## config.mk

```make
export PLATFORM = sky130hd
export DESIGN_NAME = ins_loader_enc
export DESIGN_NICKNAME = d
export VERILOG_FILES = /design/src/rtl/enc_pkg.sv /design/src/rtl/ins_enc_word.sv /design/src/rtl/ins_loader_enc.sv
export SDC_FILE = /design/constraint.sdc
export NUM_CORES = 1
export LEC_CHECK = 0
export ABC_AREA = 0
export CORE_MARGIN = 4
export CORE_UTILIZATION = 45
export CTS_CLUSTER_SIZE = 20
export DETAILED_ROUTE_END_ITERATION = 12
export GPL_ROUTABILITY_DRIVEN = 0
export PLACE_DENSITY = 0.82
export SYNTH_ARGS = -nofsm -noshare
export SYNTH_HDL_FRONTEND = slang
export SYNTH_HIERARCHICAL = 1
export SYNTH_SLANG_ARGS = --single-unit
```

## constraint.sdc

```tcl
create_clock -name clk -period 2.9 [get_ports clk]
set_input_delay 0.58 -clock clk [delete_from_list [all_inputs] [get_ports clk]]
set_output_delay 0.58 -clock clk [all_outputs]
set_load 0.05 [all_outputs]
```

## src/rtl/enc_pkg.sv

```systemverilog
// Shared constants for the RV32I instruction encoder/loader: class codes, opcodes,
// fixed words and the loader FSM state type.
package enc_pkg;

   localparam logic [2:0] CLS_R  = 3'd0;
   localparam logic [2:0] CLS_I  = 3'd1;
   localparam logic [2:0] CLS_LW = 3'd2;
   localparam logic [2:0] CLS_S  = 3'd3;
   localparam logic [2:0] CLS_B  = 3'd4;
   localparam logic [2:0] CLS_J  = 3'd5;

   localparam logic [6:0] OP_R  = 7'b0110011;
   localparam logic [6:0] OP_I  = 7'b0010011;
   localparam logic [6:0] OP_LW = 7'b0000011;
   localparam logic [6:0] OP_S  = 7'b0100011;
   localparam logic [6:0] OP_B  = 7'b1100011;
   localparam logic [6:0] OP_J  = 7'b1101111;

   localparam logic [2:0]  FUNCT3_LW = 3'b010;
   localparam logic [31:0] NOP_WORD  = 32'h0000_0013;

   typedef enum logic [1:0] {
      ST_IDLE  = 2'd0,
      ST_LOAD  = 2'd1,
      ST_DRAIN = 2'd2,
      ST_DONE  = 2'd3
   } state_t;

endpackage

```

## src/rtl/ins_enc_word.sv

```systemverilog
// Combinational field-to-word encoder for one RV32I descriptor.
// ENC_ILLEGAL_CHK_EN enables the illegal-descriptor flag; otherwise it is tied 0.
module ins_enc_word
   import enc_pkg::*;
(
   input  logic [2:0]  cls,
   input  logic [4:0]  rd,
   input  logic [4:0]  rs1,
   input  logic [4:0]  rs2,
   input  logic [2:0]  funct3,
   input  logic        f7b5,
   input  logic [20:0] imm,
   output logic [31:0] word,
   output logic        illegal
);

   always_comb begin
      word = NOP_WORD;
      case (cls)
         CLS_R:   word = {1'b0, f7b5, 5'b0, rs2, rs1, funct3, rd, OP_R};
         CLS_I:   word = {imm[11:0], rs1, funct3, rd, OP_I};
         CLS_LW:  word = {imm[11:0], rs1, FUNCT3_LW, rd, OP_LW};
         CLS_S:   word = {imm[11:5], rs2, rs1, funct3, imm[4:0], OP_S};
         CLS_B:   word = {imm[12], imm[10:5], rs2, rs1, funct3, imm[4:1], imm[11], OP_B};
         CLS_J:   word = {imm[20], imm[10:1], imm[11], imm[19:12], rd, OP_J};
         default: word = NOP_WORD;
      endcase
   end

`ifdef ENC_ILLEGAL_CHK_EN
   // Branch/jump targets must be halfword aligned; classes 6/7 are unassigned.
   always_comb begin
      illegal = 1'b0;
      if (cls > CLS_J)
         illegal = 1'b1;
      else if ((cls == CLS_B || cls == CLS_J) && imm[0])
         illegal = 1'b1;
   end
`else
   assign illegal = 1'b0;
`endif

endmodule

```

## src/rtl/ins_loader_enc.sv

```systemverilog
// Instruction loader: encodes descriptors, writes them to sequential addresses,
// then pulses int_out with the entry point. Optional macro: ENC_ILLEGAL_CHK_EN.
//
// state    | meaning
// ST_IDLE  | waiting for start; latches base/len/entry point
// ST_LOAD  | accepting descriptors until len have been consumed
// ST_DRAIN | waiting for the last word to leave the output stage
// ST_DONE  | int_out high for one cycle, then back to idle
module ins_loader_enc
   import enc_pkg::*;
#(
   parameter int LEN_W = 16
) (
   input  logic             clk,
   input  logic             rst_n,
   input  logic             start,
   input  logic [31:0]      base_addr,
   input  logic [LEN_W-1:0] len,
   input  logic             in_valid,
   output logic             in_ready,
   input  logic [2:0]       in_cls,
   input  logic [4:0]       in_rd,
   input  logic [4:0]       in_rs1,
   input  logic [4:0]       in_rs2,
   input  logic [2:0]       in_funct3,
   input  logic             in_f7b5,
   input  logic [20:0]      in_imm,
   output logic             mem_valid,
   input  logic             mem_ready,
   output logic [31:0]      mem_addr,
   output logic [31:0]      mem_wdata,
   output logic [31:0]      entry_point,
   output logic             int_out,
   output logic             busy,
   output logic             err
);

   state_t           state, state_nxt;
   logic [31:0]      base_q;
   logic [LEN_W-1:0] len_q;
   logic [LEN_W-1:0] acc_cnt;
   logic [LEN_W-1:0] wr_cnt;
   logic [31:0]      enc_word;
   logic             enc_illegal;
   logic             accept;
   logic             wr_hs;
   logic             last_acc;

   ins_enc_word u_enc (
      .cls     (in_cls),
      .rd      (in_rd),
      .rs1     (in_rs1),
      .rs2     (in_rs2),
      .funct3  (in_funct3),
      .f7b5    (in_f7b5),
      .imm     (in_imm),
      .word    (enc_word),
      .illegal (enc_illegal)
   );

   assign accept   = in_valid && in_ready;
   assign wr_hs    = mem_valid && mem_ready;
   assign last_acc = accept && ((acc_cnt + LEN_W'(1)) == len_q);
   assign mem_addr = base_q + (32'(wr_cnt) << 2);

   always_ff @(posedge clk or negedge rst_n) begin
      if (!rst_n)
         state <= ST_IDLE;
      else
         state <= state_nxt;
   end

   always_comb begin
      state_nxt = state;
      case (state)
         ST_IDLE: begin
            if (start)
               state_nxt = (len == '0) ? ST_DONE : ST_LOAD;
         end
         ST_LOAD: begin
            if (last_acc)
               state_nxt = ST_DRAIN;
         end
         ST_DRAIN: begin
            if (!mem_valid || mem_ready)
               state_nxt = ST_DONE;
         end
         ST_DONE:  state_nxt = ST_IDLE;
         default:  state_nxt = ST_IDLE;
      endcase
   end

   always_comb begin
      in_ready = 1'b0;
      int_out  = 1'b0;
      busy     = (state != ST_IDLE);
      case (state)
         ST_LOAD: in_ready = (acc_cnt < len_q) && (!mem_valid || mem_ready);
         ST_DONE: int_out  = 1'b1;
         default: ;
      endcase
   end

   // Single output register; an accept and a write handshake may coincide.
   always_ff @(posedge clk or negedge rst_n) begin
      if (!rst_n) begin
         base_q      <= '0;
         entry_point <= '0;
         len_q       <= '0;
         acc_cnt     <= '0;
         wr_cnt      <= '0;
         mem_valid   <= 1'b0;
         mem_wdata   <= '0;
      end else begin
         if (state == ST_IDLE && start) begin
            base_q      <= {base_addr[31:2], 2'b00};
            entry_point <= {base_addr[31:2], 2'b00};
            len_q       <= len;
            acc_cnt     <= '0;
            wr_cnt      <= '0;
         end else begin
            if (accept)
               acc_cnt <= acc_cnt + LEN_W'(1);
            if (wr_hs)
               wr_cnt <= wr_cnt + LEN_W'(1);
         end

         if (accept && !enc_illegal) begin
            mem_valid <= 1'b1;
            mem_wdata <= enc_word;
         end else if (wr_hs) begin
            mem_valid <= 1'b0;
         end
      end
   end

`ifdef ENC_ILLEGAL_CHK_EN
   always_ff @(posedge clk or negedge rst_n) begin
      if (!rst_n)
         err <= 1'b0;
      else
         err <= accept && enc_illegal;
   end
`else
   assign err = 1'b0;
`endif

endmodule
```

======== Word-level counts from Yosys, hierarchy flattened ========
Index checks and enable logic that the tools add are counted.
storage, ports and cells
  register bits ........................... 113
  input bits .............................. 96
  output and inout bits ................... 101
  logic and storage cells ................. 52
cells by class
  add/sub/neg operators ................... 3
  magnitude comparators ................... 1
  eq/ne operators ......................... 12
  multiplexer cells ....................... 14
  reductions and logical operators ........ 15
operator list
  operator                                        number
  one-hot mux 32 bit (6 select lines)             1
  2-to-1 mux 16 bit                               4
  adder 16 x 1 -> 16 bit (second input constant)  2
  adder 32 x 18 -> 32 bit                         1
  == test 16 bit                                  1
  zero test 16 bit                                1
  < comparator 16 bit                             1
  2-to-1 mux 2 bit                                4
  one-hot mux 2 bit (4 select lines)              1
  nonzero test 2 bit                              4
  == test 3 x 2 -> 1 bit (second input constant)  2
  == test 3 bit (second input constant)           2
  inequality test 2 bit (second input constant)   3
  logical AND 1 bit                               5
  == test 2 bit (second input constant)           2
  2-to-1 mux 1 bit                                4
  == test 3 x 1 -> 1 bit (second input constant)  1
  zero test 3 bit                                 1
  AND reduction 3 bit                             1
  == test 2 x 1 -> 1 bit (second input constant)  1
  zero test 2 bit                                 1
  zero test 1 bit                                 1
  logical OR 1 bit                                1

======== Longest topological paths before layout ========
Gate-level depths: netlist of run 1.
  depth in word-level cells ............... 8
  gate-level depth with buffers ........... 11
  gate-level depth less buffers ........... 10

======== Modules after synthesis ========
The synthesis of run 1 kept the hierarchy.
by module, submodules not included
  module          instances  cells an instance  area an instance (um2)  sequential area each (um2)
  ins_loader_enc  1          647                6651.4                  2827.7
  ins_enc_word    1          97                 666.9                   0.0

======== Worst setup path after synthesis of run 1 ========
Ideal clock, no wire load.
  path type ............................... flip-flop to output port
  from .................................... register base_q[2]
  to ...................................... output port mem_addr[30]
  data arrival time ....................... 3.369 ns
  required time ........................... 2.320 ns
  setup slack ............................. -1.049 ns
  cell stages (with the launch flop) ...... 11
  path buffers ............................ 0
  path through ............................ dfrtp_1 ha_1 inv_1 fa_1 nand2b_1 a21o_1 a211oi_1 o311ai_0 a31oi_1 o2111ai_1 xnor2_1
between the ends
  longest elaborated chain between the ends .. 1
RTL lines
  item                     line                   RTL
  from (decl)              ins_loader_enc.sv:39   logic [31:0] base_q;
  from (signal assigned)   ins_loader_enc.sv:116  base_q <= {base_addr[31:2], 2'b00};
  adder 32 x 18 -> 32 bit  ins_loader_enc.sv:64   assign mem_addr = base_q + (32'(wr_cnt) << 2);
  to (decl)                ins_loader_enc.sv:30   output logic [31:0] mem_addr,
Every way passes these cells.

======== Worst setup path in the final report of run 1 ========
  from .................................... register wr_cnt[0]
  to ...................................... output port mem_addr[30]
between the ends
  longest elaborated chain between the ends .. 1
RTL lines
  item                     line                   RTL
  from (decl)              ins_loader_enc.sv:42   logic [LEN_W-1:0] wr_cnt;
  from (signal assigned)   ins_loader_enc.sv:125  wr_cnt <= wr_cnt + LEN_W'(1);
  adder 32 x 18 -> 32 bit  ins_loader_enc.sv:64
Every way passes these cells.

==> results of run 1 <==
==> sequential cells by signal (all words and copies together), names as in the netlist <==
| register | cells |
|---|---|
| acc_cnt | 16 |
| mem_valid | 1 |
| mem_wdata | 32 |
| state | 2 |
| wr_cnt | 16 |
| len_q | 16 |
| base_q | 30 |
==> layout by cell type (no fill, tap or decap), types with 13 or more instances in the layout <==
cell and n:
mux2_2 65, dfrtp_2 15, xor2_1 29, dfrtp_1 98, a21oi_1 32, mux2i_1 16
clkbuf_16 17, nand2_1 46, a22oi_1 16, clkdlybuf4s50_1 158, xnor2_1 24, buf_4 73
o21ai_0 25, nand4_1 17, nand3_1 13, buf_12 30, inv_1 33, ha_1 30
nor2_1 50
==> power by group through the flow <==
| stage | Sequential, mW | Clock [mW] | Combinational (mW) |
|---|---|---|---|
| final | 2.72 | 2.21 | 7.59 |
| after global routing | 2.80 | 2.33 | 7.98 |
| after CTS | 2.74 | 2.25 | 7.54 |
| after detailed placement | 2.75 | 0 | 7.45 |
| after global placement | 2.72 | 0 | 7.35 |
| after floorplan | 4.22 | 0 | 3.07 |
==> how the worst min path moves through the flow <==
| stage | slack [ns] | endpoint | cells past startpoint | start |
|---|---|---|---|---|
| 4_1_cts | 0.18 | wr_cnt[4]$_DFFE_PN0P_ | 1 | rst_n |
| 3_3_place_gp | 0.49 | mem_wdata[25]$_DFFE_PN0P_ | 1 | mem_wdata[25]$_DFFE_PN0P_ |
| 3_5_place_dp | 0.50 | mem_wdata[15]$_DFFE_PN0P_ | 1 | mem_wdata[15]$_DFFE_PN0P_ |
| 2_1_floorplan | 0.28 | acc_cnt[0]$_DFFE_PN0P_ | 0 | rst_n |
| 5_1_grt | 0.19 | wr_cnt[4]$_DFFE_PN0P_ | 1 | rst_n |
| 6_report | 0.16 | wr_cnt[4]$_DFFE_PN0P_ | 1 | rst_n |
==> area by class of cell <==
type / count / area, um^2 / share of cell area
Clock buffer: 23 / 488 / 0.0434
Tap cell: 216 / 270 / 0.0240
Inverter: 35 / 131 / 0.0117
Clock inverter: 6 / 130 / 0.0116
Timing Repair Buffer: 262 / 2740 / 0.244
Multi-Input combinational cell: 554 / 4630 / 0.412
Sequential cell: 113 / 2850 / 0.253
==> critical path, stage by stage, from the launching register on <==
cell and delay [ns]:
dfrtp_1 0.39, ha_4 0.15, inv_2 0.04, fa_2 0.35
nand2b_4 0.15, a21o_1 0.17, a211oi_2 0.27, o311ai_2 0.13
a31oi_2 0.21, buf_6 0.17, o2111ai_4 0.14, xnor2_4 0.20
buf_12 0.16
==> through the flow <==
| stage | area (um^2) | total power [mW] | TNS [ns] | util |
|---|---|---|---|---|
| floorplan | 7760 | 7.30 | -3.58 | - |
| global placement | 10400 | 10.1 | -2.29 | 0.655 |
| detailed placement | 10400 | 10.2 | -2.80 | 0.655 |
| CTS | 11100 | 12.5 | -8.20 | 0.701 |
| global route | 11200 | 13.1 | -11.67 | 0.707 |
| finish | 11200 | 12.5 | -8.01 | 0.707 |
==> per-layer routing <==
layer  track usage  vias up  routed length, um
li1              -     3105                  -
met1         0.266     3129               8310
met2         0.382      203              10100
met3        0.0791       42               1450
met4        0.0806        0                543
met5             0        -                  0
==> timing repair <==
| item | CTS | global route |
|---|---|---|
| resized for setup | 21 | 10 |
| setup endpoints to repair | 23 | 28 |
| buffers inserted | 3 | 9 |
| pin swaps | 17 | 5 |
==> logic make-up after synthesis <==
logic type / synth area share
and+or+nand+nor: 0.152
AOI/OAI and AO/OA: 0.122
DFF: 0.386
adders and majority gates: 0.0694
buffers and inverters: 0.0573
xor gates and xnor gates: 0.0896
other: 0.00154
muxes: 0.122
==> results.md, run 1 <==
* Critical path class: reg2out
* Post-synth EDFFs at 0
* Die Span X at ~140 um
* Num CTS Buffers at 17
* Worst path required time at between 2 and 2.5 ns
* Largest net degree at the start of global routing at 53
* Initial Util at 0.461
* Critical path origin: wr_cnt[0]$_DFFE_PN0P_
* Die Area at 0.0184 mm^2
* Htree depth at 4
* Tot GR Track Use at 0.226
* Max-slew headroom at the worst pin at 0.611
* # diodes at 0
* Dpl cells at 1168
* CTS Sinks at 113
* FF-to-FF End: state[1]$_DFFE_PN0P_
* Num rows at 46
* Core area at 0.0159 mm^2
* Syn. warnings at 6
* DP HPWL at 15200 um
* P_int at 6.95 mW
* Status: complete, but fails checks
* Asr flop ratio synth at 1.00
* Sequential fraction of the synthesis area at 0.386
* WL per Instance at between 15 and 20 um
* Gate Count Post-Synth at 744
* Power density cells at 1110 mW/mm^2
* Final Hold Fails at 0
* Detail-routed via count per cell at 5.36
* Synthesized area per cell at 9.84 um^2
* CP endpoint: mem_addr[30]
* Crit-path max FO at 6
* Layout net count at 1119
* Synth-to-Final Area Change at 53.6%
* GR Overflow Total at 0
* Failing checks: setup timing
* Mapped Area at 0.00732 mm^2
* Fillers at 1137
* Layout cell share with drive strength beyond 1 at 0.283
* HP Class: in2async
* Count leader, synth: dfrtp_1
* DRC violations left at 0
* Crit path DAT at slightly below 3 ns
* CP startpoint kind: register
* I/O pin count at 197
* Pre-CTS setup slack at -0.333 ns
* Reg2reg start: acc_cnt[0]$_DFFE_PN0P_
* Worst Hold Slack at 0.157 ns
* Sw frac at 0.445
* Final Slew Violations at 0
* Net switching power at roughly 5.6 mW
* Final setup slack of the worst path at -0.610 ns
* Clock Skew at 0.00878 ns
* Least-Margin Pin Slew at 0.582 ns
* Peak VDD IR at 0.897 mV
* Leak at 4.86 nW
* Clk slew on worst S/H paths at approximately 0.050 ns
* First-pass GRT wire length at 33200 um
* FF+latch count, synth at between 100 and 150
* Number of global-route vias before repair at around 6800
* Final setup fails at 21
* Drt total wl at 20500 um
* Root Driver: clkbuf_16
* Combinational power share at 0.606
* Total of max-cap violations at 0
* Hold buffers post-CTS at 0
* TritonCTS clock tree: done
* Post-route minimum period at 3.51 ns
* Fmax at 285 MHz
* CP Capture Type: output pin
* Vias at ~6500
* Unrepaired setup endpoints after global routing: yes
* Post-synth top cells: dfrtp_1 (113), mux2_2 (65), nor2_1 (53)
* Bufs on Longest Clock Path at 2
* Commonest register cell after synthesis: dfrtp_1
* Area share of the largest cell type after synthesis at 0.386
* DRT iter0 DRCs at 339
* Yosys cell types at 63
* R2R depth at 8
* Largest area contributor in the synthesized netlist: dfrtp_1
* Initial antenna violation count at 0
* Die Ht at 136 um
* # port buffers at 189
* Post-route ant nets at 0
* Synth top area cells: dfrtp_1 (39%), mux2_2 (10%), ha_1 (6.7%)
* Clock network power share at 0.176
* Worst-skew pair later-pin latency at 0.41 ns
* FF-to-FF setup slack at approximately 0.21 ns
* DRT Pass-1 Iters at 5
* Post-Layout Cell Count at 1209
* Fin crit share at 1.21
* Reg power frac at 0.218
Power figures use the tool's default switching activity.
==> run 2, diff against run 1 <==
- CORE_MARGIN: 4 -> 3
- CORE_UTILIZATION: 45 -> 50
- PLACE_DENSITY: 0.82 -> 0.86
- clock period: 2.9 -> 3.72 ns (I/O delays scaled with it)
==> run 2 against run 1 <==
The flow still finishes with violations (setup timing). Final cell count is 7.8% lower. Combinational power is 31% lower. Sequential share of layout area is 2.3 points higher. Total power is 27% lower. Critical endpoint is now mem_addr[20]. Die area is 12% lower.
==> results.md, run 2 (synthesis results as in run 1) <==
* Layout net count at 1058 (was 1119)
* Clk slew on worst S/H paths at 0.06 ns (was 0.05 ns)
* DP HPWL at 13900 um (was 15200 um)
* Final Slew Violations at 0 (unchanged)
* FF-to-FF setup slack at 0.66 ns (was 0.21 ns)
* Fin crit share at 1.00
* Crit-path slowest cell: dfrtp_1 (unchanged)
* Die Area at 0.0161 mm^2 (was 0.0184 mm^2)
* Largest regs: mem_wdata: 32 flops, base_q: 30 flops (unchanged)
* Htree depth at 4 (unchanged)
* FF-to-FF End: state[0]$_DFFE_PN0P_ (was state[1]$_DFFE_PN0P_)
* Worst-skew pair later-pin latency at 0.41 ns (about the same)
* Failing checks: setup timing (unchanged)
* First-pass GRT wire length at 31100 um (was 33200 um)
* HP Class: in2async (unchanged)
* Num rows at 43 (was 46)
* Bufs on Longest Clock Path at 2 (unchanged)
* Number of global-route vias before repair at 6221 (was 6790)
* Least-Margin Pin Slew at 0.757 ns (was 0.582 ns)
* DRT Pass-1 Iters at 5 (unchanged)
* Reg2reg start: acc_cnt[1]$_DFFE_PN0P_ (was acc_cnt[0]$_DFFE_PN0P_)
* Tot GR Track Use at 0.238 (was 0.226)
* Post-route ant nets at 0 (unchanged)
* Tot Pwr at 9.11 mW (was 12.5 mW)
* Detail-routed via count per cell at 5.53 (was 5.36)
* Layout cell share with drive strength beyond 1 at 0.183 (was 0.283)
* Core area at 0.0141 mm^2 (was 0.0159 mm^2)
* GR Overflow Total at 0 (unchanged)
* Vias at 6163 (was 6479)
* Crit path DAT at 2.98 ns (was 2.93 ns)
* Clock Skew at 0.0129 ns (was 0.00878 ns)
* Initial Util at 0.519 (was 0.461)
* Initial antenna violation count at 0 (unchanged)
* Unrepaired setup endpoints after global routing: yes (unchanged)
* Power density cells at 889 mW/mm^2 (was 1110 mW/mm^2)
* Die Ht at 127 um (was 136 um)
* Critical path class: reg2out (unchanged)
* Worst Hold Slack at 0.405 ns (was 0.157 ns)
* Fmax at 269 MHz
* Status: complete, but fails checks (unchanged)
* Biggest register: mem_wdata (unchanged)
* Crit-path max FO at 7 (was 6)
* Dpl cells at 1080 (was 1168)
* Pre-CTS setup slack at 0.159 ns (was -0.333 ns)
* Commonest non-fill, non-tap cell in the layout: clkdlybuf4s50_1 (unchanged)
* DRC violations left at 0 (unchanged)
* Total of max-cap violations at 0 (unchanged)
* TritonCTS clock tree: done (unchanged)
* Crit-path cells: ha_2 -> inv_2 -> fa_2 -> nand2b_4 -> a21o_1 -> a211oi_4 -> o311ai_2 -> a31oi_1 -> buf_4 -> o211ai_1 -> xnor2_4 -> buf_12 (was ha_4 -> inv_2 -> fa_2 -> nand2b_4 -> a21o_1 -> a211oi_2 -> o311ai_2 -> a31oi_2 -> buf_6 -> o2111ai_4 -> xnor2_4 -> buf_12)
* Synth-to-Final Area Change at 40.0% (was 53.6%)
* Largest net degree at the start of global routing at 59 (was 53)
* Max-slew headroom at the worst pin at 0.492 (was 0.611)
* Root Driver: clkbuf_16 (unchanged)
* CP Capture Type: output pin (unchanged)
* Post-Layout Cell Count at 1115 (was 1209)
* Drt total wl at 19200 um (was 20500 um)
* Final setup fails at 1 (was 21)
* Peak VDD IR at 0.672 mV (was 0.897 mV)
* Crit-path max cell delay at 0.35 ns (was 0.39 ns)
* # diodes at 0 (unchanged)
* R2R depth at 8 (unchanged)
* Final setup slack of the worst path at -0.00426 ns (was -0.610 ns)
* CTS Sinks at 113 (unchanged)
* Die Span X at 127 um (was 136 um)
* CP startpoint kind: register (unchanged)
* Post-route minimum period at 3.72 ns
* Num CTS Buffers at 17 (unchanged)
* I/O pin count at 197 (unchanged)
* WL per Instance at 17.3 um (was 16.9 um)
* Leak at 4.46 nW (was 4.86 nW)
* Max reg flops at 32 (unchanged)
* Commonest cells after routing, fill and taps aside: clkdlybuf4s50_1 (164), dfrtp_1 (111), mux2_2 (65) (was clkdlybuf4s50_1 (158), dfrtp_1 (98), buf_4 (73))
* # port buffers at 189 (unchanged)
* Final Hold Fails at 0 (unchanged)
* Worst path required time at 2.98 ns (was 2.32 ns)
* DRT iter0 DRCs at 374 (was 339)
[run 2: changes by cell type in the layout (fill, tap and decap cells not counted), sizes merged]
| cell | before | now |
|---|---|---|
| buf | 104 | 35 |
| clkinv | 2 | 6 |
| clkinvlp | 0 | 3 |
| inv | 35 | 37 |
| dlymetal6s2s | 0 | 2 |
| clkdlybuf4s50 | 158 | 164 |
| clkbuf | 23 | 17 |
[run 2: final cells by class]
class | instances | area [um^2]
inverter | 35 | 131
clock inverter | 15 | 209
multi-input combinational | 554 | 4240
clock buffer | 17 | 425
fill | 1011 | 3850
sequential | 113 | 2830
timing repair buffer | 201 | 2190
tap | 180 | 225
[run 2: power by group]
part / switching (mW) / leakage, nW / internal, mW / total, mW
registers: 0.424 / 1.43 / 1.69 / 2.11
logic: 3.19 / 2.73 / 2.08 / 5.27
clock network: 0.603 / 0.300 / 1.13 / 1.73
[run 2: critical path, delay by kind of cell (launching register included)]
| kind | cells | cell delay [ns] |
|---|---|---|
| compound gates | 5 | 0.92 |
| flops | 1 | 0.35 |
| buf+inv | 3 | 0.37 |
| fa+ha+maj | 2 | 0.54 |
| xor+xnor | 1 | 0.21 |
| simple gates | 1 | 0.15 |
[run 2: layer usage]
metal,global-route usage,up-vias,routed length (um)
met5,0,-,0
met4,0.0763,0,388
met3,0.0673,28,1110
met2,0.413,169,10000
met1,0.287,2970,7750
li1,-,2996,-
[run 2: how the worst max path moves through the flow]
stage	from	endpoint	slack, ns	cells after the start
2_1_floorplan	base_q[2]$_DFFE_PN0P_	mem_addr[16]	0.01	10
3_3_place_gp	wr_cnt[0]$_DFFE_PN0P_	mem_addr[20]	0.19	12
3_5_place_dp	wr_cnt[0]$_DFFE_PN0P_	mem_addr[20]	0.16	12
4_1_cts	wr_cnt[0]$_DFFE_PN0P_	mem_addr[20]	-0.07	12
5_1_grt	wr_cnt[7]$_DFFE_PN0P_	mem_addr[20]	-0.13	10
6_report	wr_cnt[0]$_DFFE_PN0P_	mem_addr[20]	-0.004	12
[run 2: timing repair]
| item | 4_1_cts | 5_1_grt |
|---|---|---|
| setup buffers | 2 | 1 |
| endpoints found under the setup margin | 17 | 18 |
| pin swaps | 9 | 8 |
| resized for setup | 7 | 11 |
| hold buffers | 0 | 0 |
[run 2: stage by stage]
step                 util  cell area, um^2  TNS [ns]
detailed placement  0.675             9510         0
finish              0.727            10200  -0.00426
floorplan               -             7400         0
CTS                 0.722            10200   -0.0939
global route        0.727            10200    -0.531
global placement    0.675             9510         0
==> variant 1: new RTL, flow settings as in run 2 <==
The option `ENC_ILLEGAL_CHK_EN` is turned on by a define.
--- a/src/rtl/ins_enc_word.sv
+++ b/src/rtl/ins_enc_word.sv
@@ -1,5 +1,7 @@
 // Combinational field-to-word encoder for one RV32I descriptor.
 // ENC_ILLEGAL_CHK_EN enables the illegal-descriptor flag; otherwise it is tied 0.
+`define ENC_ILLEGAL_CHK_EN
+
 module ins_enc_word
    import enc_pkg::*;
 (
Behaviour: not the same (Yosys sat finds a counterexample within 4 cycles, from zero or initial values and one cycle with rst_n low).
==> variant 1 against run 2 <==
  * Synthesized area is 0.26% lower
  * Total power shrank 4.5%
  * Setup slack gained 0.017 ns
  * First-iteration DRC count is 24% higher
  * Sequential cell count grew 1
  * Via count grew 7.4%
  * Routed wire length rose by 5.3%
  * Combinational power fell by 6.6%
  * Count of clock-buffer cells in the layout increased by 1
  * Design area grew 2.1%
  * Core utilization is 1.5 points higher
  * Critical path type unchanged
  * Highest routed layer unchanged
==> variant 1: results (changes against run 2) <==
[status]
outcome = finished clean

[sta]
tns_ns = 0  ; +0.00426 ns
skew_ns = 0.00806  ; -0.00488 ns

[yosys]
ys_types = 69  ; +9.5%
seq_area_frac_synth = 0.391  ; +0.00442
synth_most_common_cell = nand2_1
ys_top_cells_by_count = nand2_1, dfrtp_1, o21ai_0
synth_xor_area_frac = 0.0804  ; -0.00920
yosys-top-cells-area = dfrtp_1, ha_1, nand2_1
yosys.area_share.adder = 0.0747  ; +0.00532

[route]
met1_length_mm = 8.41  ; +8.6%
wl_per_cell_um = 17.0  ; -1.7%
routed_via_density = 5.54  ; +0.19%
drt_wl_total_mm = 20.3  ; +5.3%
wl_met2_mm = 10.5  ; +5.0%
drt_iter0_markers = 465  ; +24%

[layout]
nets = 1141  ; +7.8%
nFillCells = 1003  ; -0.79%
drive_gt1_frac = 0.137  ; -0.0459

[global_route]
first_global_vias = 6573  ; +5.7%
grt_max_degree = 61  ; +3.4%
use_met3 = 0.0446  ; -0.0227
grt_pass1_wl_mm = 32.6  ; +4.6%

[power_and_ir_drop]
power.internal_mw = 4.63  ; -5.3%

[placed_design]
hpwl_mm = 14.5  ; +4.3%
numPortBuffers = 190  ; +0.53%

variant 1: path summary, 6_finish.rpt:
kind	startpoint	endpoint	slack, ns
worst max-delay path	wr_cnt[0]$_DFFE_PN0P_	mem_addr[26]	0.01
worst min-delay path	rst_n	base_q[16]$_DFFE_PN0P_	0.40
worst max register to register	acc_cnt[9]$_DFFE_PN0P_	state[0]$_DFFE_PN0P_	0.90
worst min register to register	mem_wdata[4]$_DFFE_PN0P_	mem_wdata[4]$_DFFE_PN0P_	0.49
max in group asynchronous	rst_n	base_q[23]$_DFFE_PN0P_	2.54
min in group clk	mem_wdata[4]$_DFFE_PN0P_	mem_wdata[4]$_DFFE_PN0P_	0.49
variant 1: final cells by class:
| type | instances | area share |
|---|---|---|
| sequential | 114 | 0.273 |
| clock inverter | 14 | 0.0172 |
| multi-input combinational | 621 | 0.415 |
| clock buffer | 18 | 0.0420 |
| tap | 180 | 0.0215 |
| timing repair buffer | 213 | 0.219 |
| inverter | 35 | 0.0126 |
variant 1: metrics by stage:
stage	utilization	hold slack (ns)	power (mW)
floorplan	-	0.448	5.13
global placement	0.683	0.473	6.80
detailed placement	0.683	0.481	6.91
CTS	0.735	0.431	8.68
global route	0.743	0.457	9.11
finish	0.743	0.399	8.70
variant 1: power by group through the flow:
stage | Sequential [mW] | Combinational [mW] | Clock, mW
2_1_floorplan | 3.07 | 2.05 | 0
3_3_place_gp | 2.04 | 4.76 | 0
3_5_place_dp | 2.07 | 4.84 | 0
4_1_cts | 2.06 | 4.90 | 1.71
5_1_grt | 2.15 | 5.18 | 1.78
6_report | 2.08 | 4.92 | 1.69
variant 1: timing repair:
item,4_1_cts,5_1_grt
resized for setup,15,12
cloned,0,0
buffers inserted,5,4
endpoints found under the hold margin,0,0
setup endpoints to repair,9,20
pin swaps,9,7
==> variant 2: new RTL, flow settings as in run 2 <==
Without the edit above. Encoding of `state_t`: now one-hot (4 bits for 4 states).
--- a/src/rtl/enc_pkg.sv
+++ b/src/rtl/enc_pkg.sv
@@ -19,11 +19,11 @@
    localparam logic [2:0]  FUNCT3_LW = 3'b010;
    localparam logic [31:0] NOP_WORD  = 32'h0000_0013;
 
-   typedef enum logic [1:0] {
-      ST_IDLE  = 2'd0,
-      ST_LOAD  = 2'd1,
-      ST_DRAIN = 2'd2,
-      ST_DONE  = 2'd3
+   typedef enum logic [3:0] {
+      ST_IDLE  = 4'b0001,
+      ST_LOAD  = 4'b0010,
+      ST_DRAIN = 4'b0100,
+      ST_DONE  = 4'b1000
    } state_t;
 
 endpackage
Behaviour: same outputs for any inputs over 4 cycles, from zero or initial values and one cycle with rst_n low; so few cycles prove little.
==> variant 2 against run 2 <==
  * The run still ends with negative setup slack left
  * Sequential share of layout area fell by 1.9 points
  * Design area grew 9.7%
  * Routed wire length is 20% higher
  * Synthesized area is 5.8% higher
  * Total power increased by 2.1%
  * Critical path depth is 2 lower
  * Register-to-register slack better by 0.07 ns
  * Critical path type unchanged
  * Highest routed layer unchanged
  * Combinational power up 2%
  * Sequential cell count grew 2
  * Setup slack got worse by 0.026 ns
==> variant 2: results (changes against run 2) <==
[status]
outcome = finished, violations left
violations = negative setup slack

[clocking]
clk_path_buf_depth = 2  ; unchanged
clk_pin_slew_worst_paths_ns = 0.05
cts_root_buffer = clkbuf_16
clk_latency_ns = 0.42
cts_buffers = 17  ; unchanged
cts.htree.levels = 4  ; unchanged

[global_route]
first_global_vias = 7185  ; +15%
antenna_found_initial = 0  ; unchanged
grt_pass1_wl_mm = 35.5  ; +14%
grt_max_degree = 62  ; +5.1%
grt.total_usage = 0.263  ; +0.0244

[sta]
worst_slack_ns = -0.0302  ; -0.0259 ns
tns_ns = -0.0337  ; -0.0294 ns
skew_ns = 0.00678  ; -0.00616 ns
max_slew_margin = 0.474  ; -0.0176
finalSetupViolCount = 2  ; +1
hold_ws_ns = 0.382  ; -0.0228 ns

[yosys]
ys_top_cells_by_count = nand2_1, dfrtp_1, o21ai_0
synthFlopType = dfrtp_1
yosysWarnings = 6  ; unchanged
avgSynthCellArea_um2 = 9.10  ; -7.5%
ys_types = 68  ; +7.9%
yosys-top-cells-area = dfrtp_1, nand2_1, mux2_4
seq_area_frac_synth = 0.372  ; -0.0145

[min_path]
hold_class = in -> async

[layout]
nets = 1190  ; +12%
drive_gt1_frac = 0.198  ; +0.0149
antenna_cells = 0  ; unchanged
nFillCells = 982  ; -2.9%
reg_top3 = mem_wdata: 32 flops, base_q: 30 flops

[route]
drt_wl_total_mm = 23.1  ; +20%
vias = 7357  ; +19%
first_pass_iters = 5  ; unchanged
routed_via_density = 5.86  ; +6.0%
drt_iter0_markers = 446  ; +19%

[critical_path]
critPathMaxFanout = 2  ; -5
cp.arrival_ns = 3.01  ; +0.03 ns
critPathLaunch = wr_cnt[1]$_DFFE_PN0P_
crit_end = mem_addr[17]
r2r_slack_ns = 0.73  ; +0.07 ns
cp_top_family = compound AO/OA/AOI/OAI gates
r2r_end = state[1]$_DFFE_PN0P_
timing.rr.start = acc_cnt[0]$_DFFE_PN0P_
cpPeakStageDelay_ns = 0.42  ; +0.07 ns
rr_worst_depth = 8  ; unchanged

[placed_design]
hpwl_mm = 15.1  ; +8.6%
place_inst = 1190  ; +10%
numPortBuffers = 189  ; unchanged

[power_and_ir_drop]
cellLeakagePower_nw = 5.06  ; +14%
peakVddDrop_uv = 525  ; -22%

[variant 2: cell types whose count changed after synthesis, moves of 8 or more]
cell,run 2,this run
o21ai_0,33,42
nand2_1,47,141
mux2_4,0,29
xnor2_1,42,32
nor3b_1,0,10
clkbuf_1,13,21
xor2_1,31,22
mux2_2,65,11
nor2_1,53,37
[variant 2: cell type report]
class	count	area share
inverters	36	0.0120
flip-flops and latches	115	0.257
clock buffers	22	0.0431
clock inverters	10	0.0136
well taps	184	0.0205
repair buffers	240	0.225
multi-input cells	649	0.429
[variant 2: cell families (layout without fill, tap and decap cells)]
| kind of cell | Yosys count | in the layout | share of synthesized area |
|---|---|---|---|
| simple gates | 326 | 326 | 0.210 |
| compound gates | 163 | 163 | 0.137 |
| flops | 115 | 115 | 0.372 |
| buf+inv | 92 | 308 | 0.0592 |
| mux | 63 | 63 | 0.102 |
| xor+xnor | 54 | 54 | 0.0611 |
| fa+ha+maj | 35 | 35 | 0.0575 |
| other cells | 3 | 8 | 0.00145 |
[variant 2: routing by layer]
layer  routed length [um]  track usage
met1                 9440        0.322
met2                11300        0.449
met3                 1830       0.0724
met4                  537       0.0871
met5                    0            0
[variant 2: metrics by stage]
stage	setup WS, ns	utilization	cell area, um2
after floorplan	0.0114	-	7850
after CTS	-0.0437	0.743	11000
after global placement	0.201	0.672	10000
after detailed placement	0.157	0.672	10000
after global routing	-0.118	0.756	11200
final	-0.0302	0.756	11200
[variant 2: power breakdown]
group,switching [mW],internal (mW)
registers,0.455,1.68
clock network,0.585,1.19
logic,3.21,2.18
[variant 2: timing repair]
item | 4_1_cts | 5_1_grt
hold buffers | 0 | 0
pin swaps | 21 | 13
resized for setup | 34 | 29
endpoints found under the setup margin | 17 | 20
buffers inserted | 29 | 5
gates cloned | 1 | 0
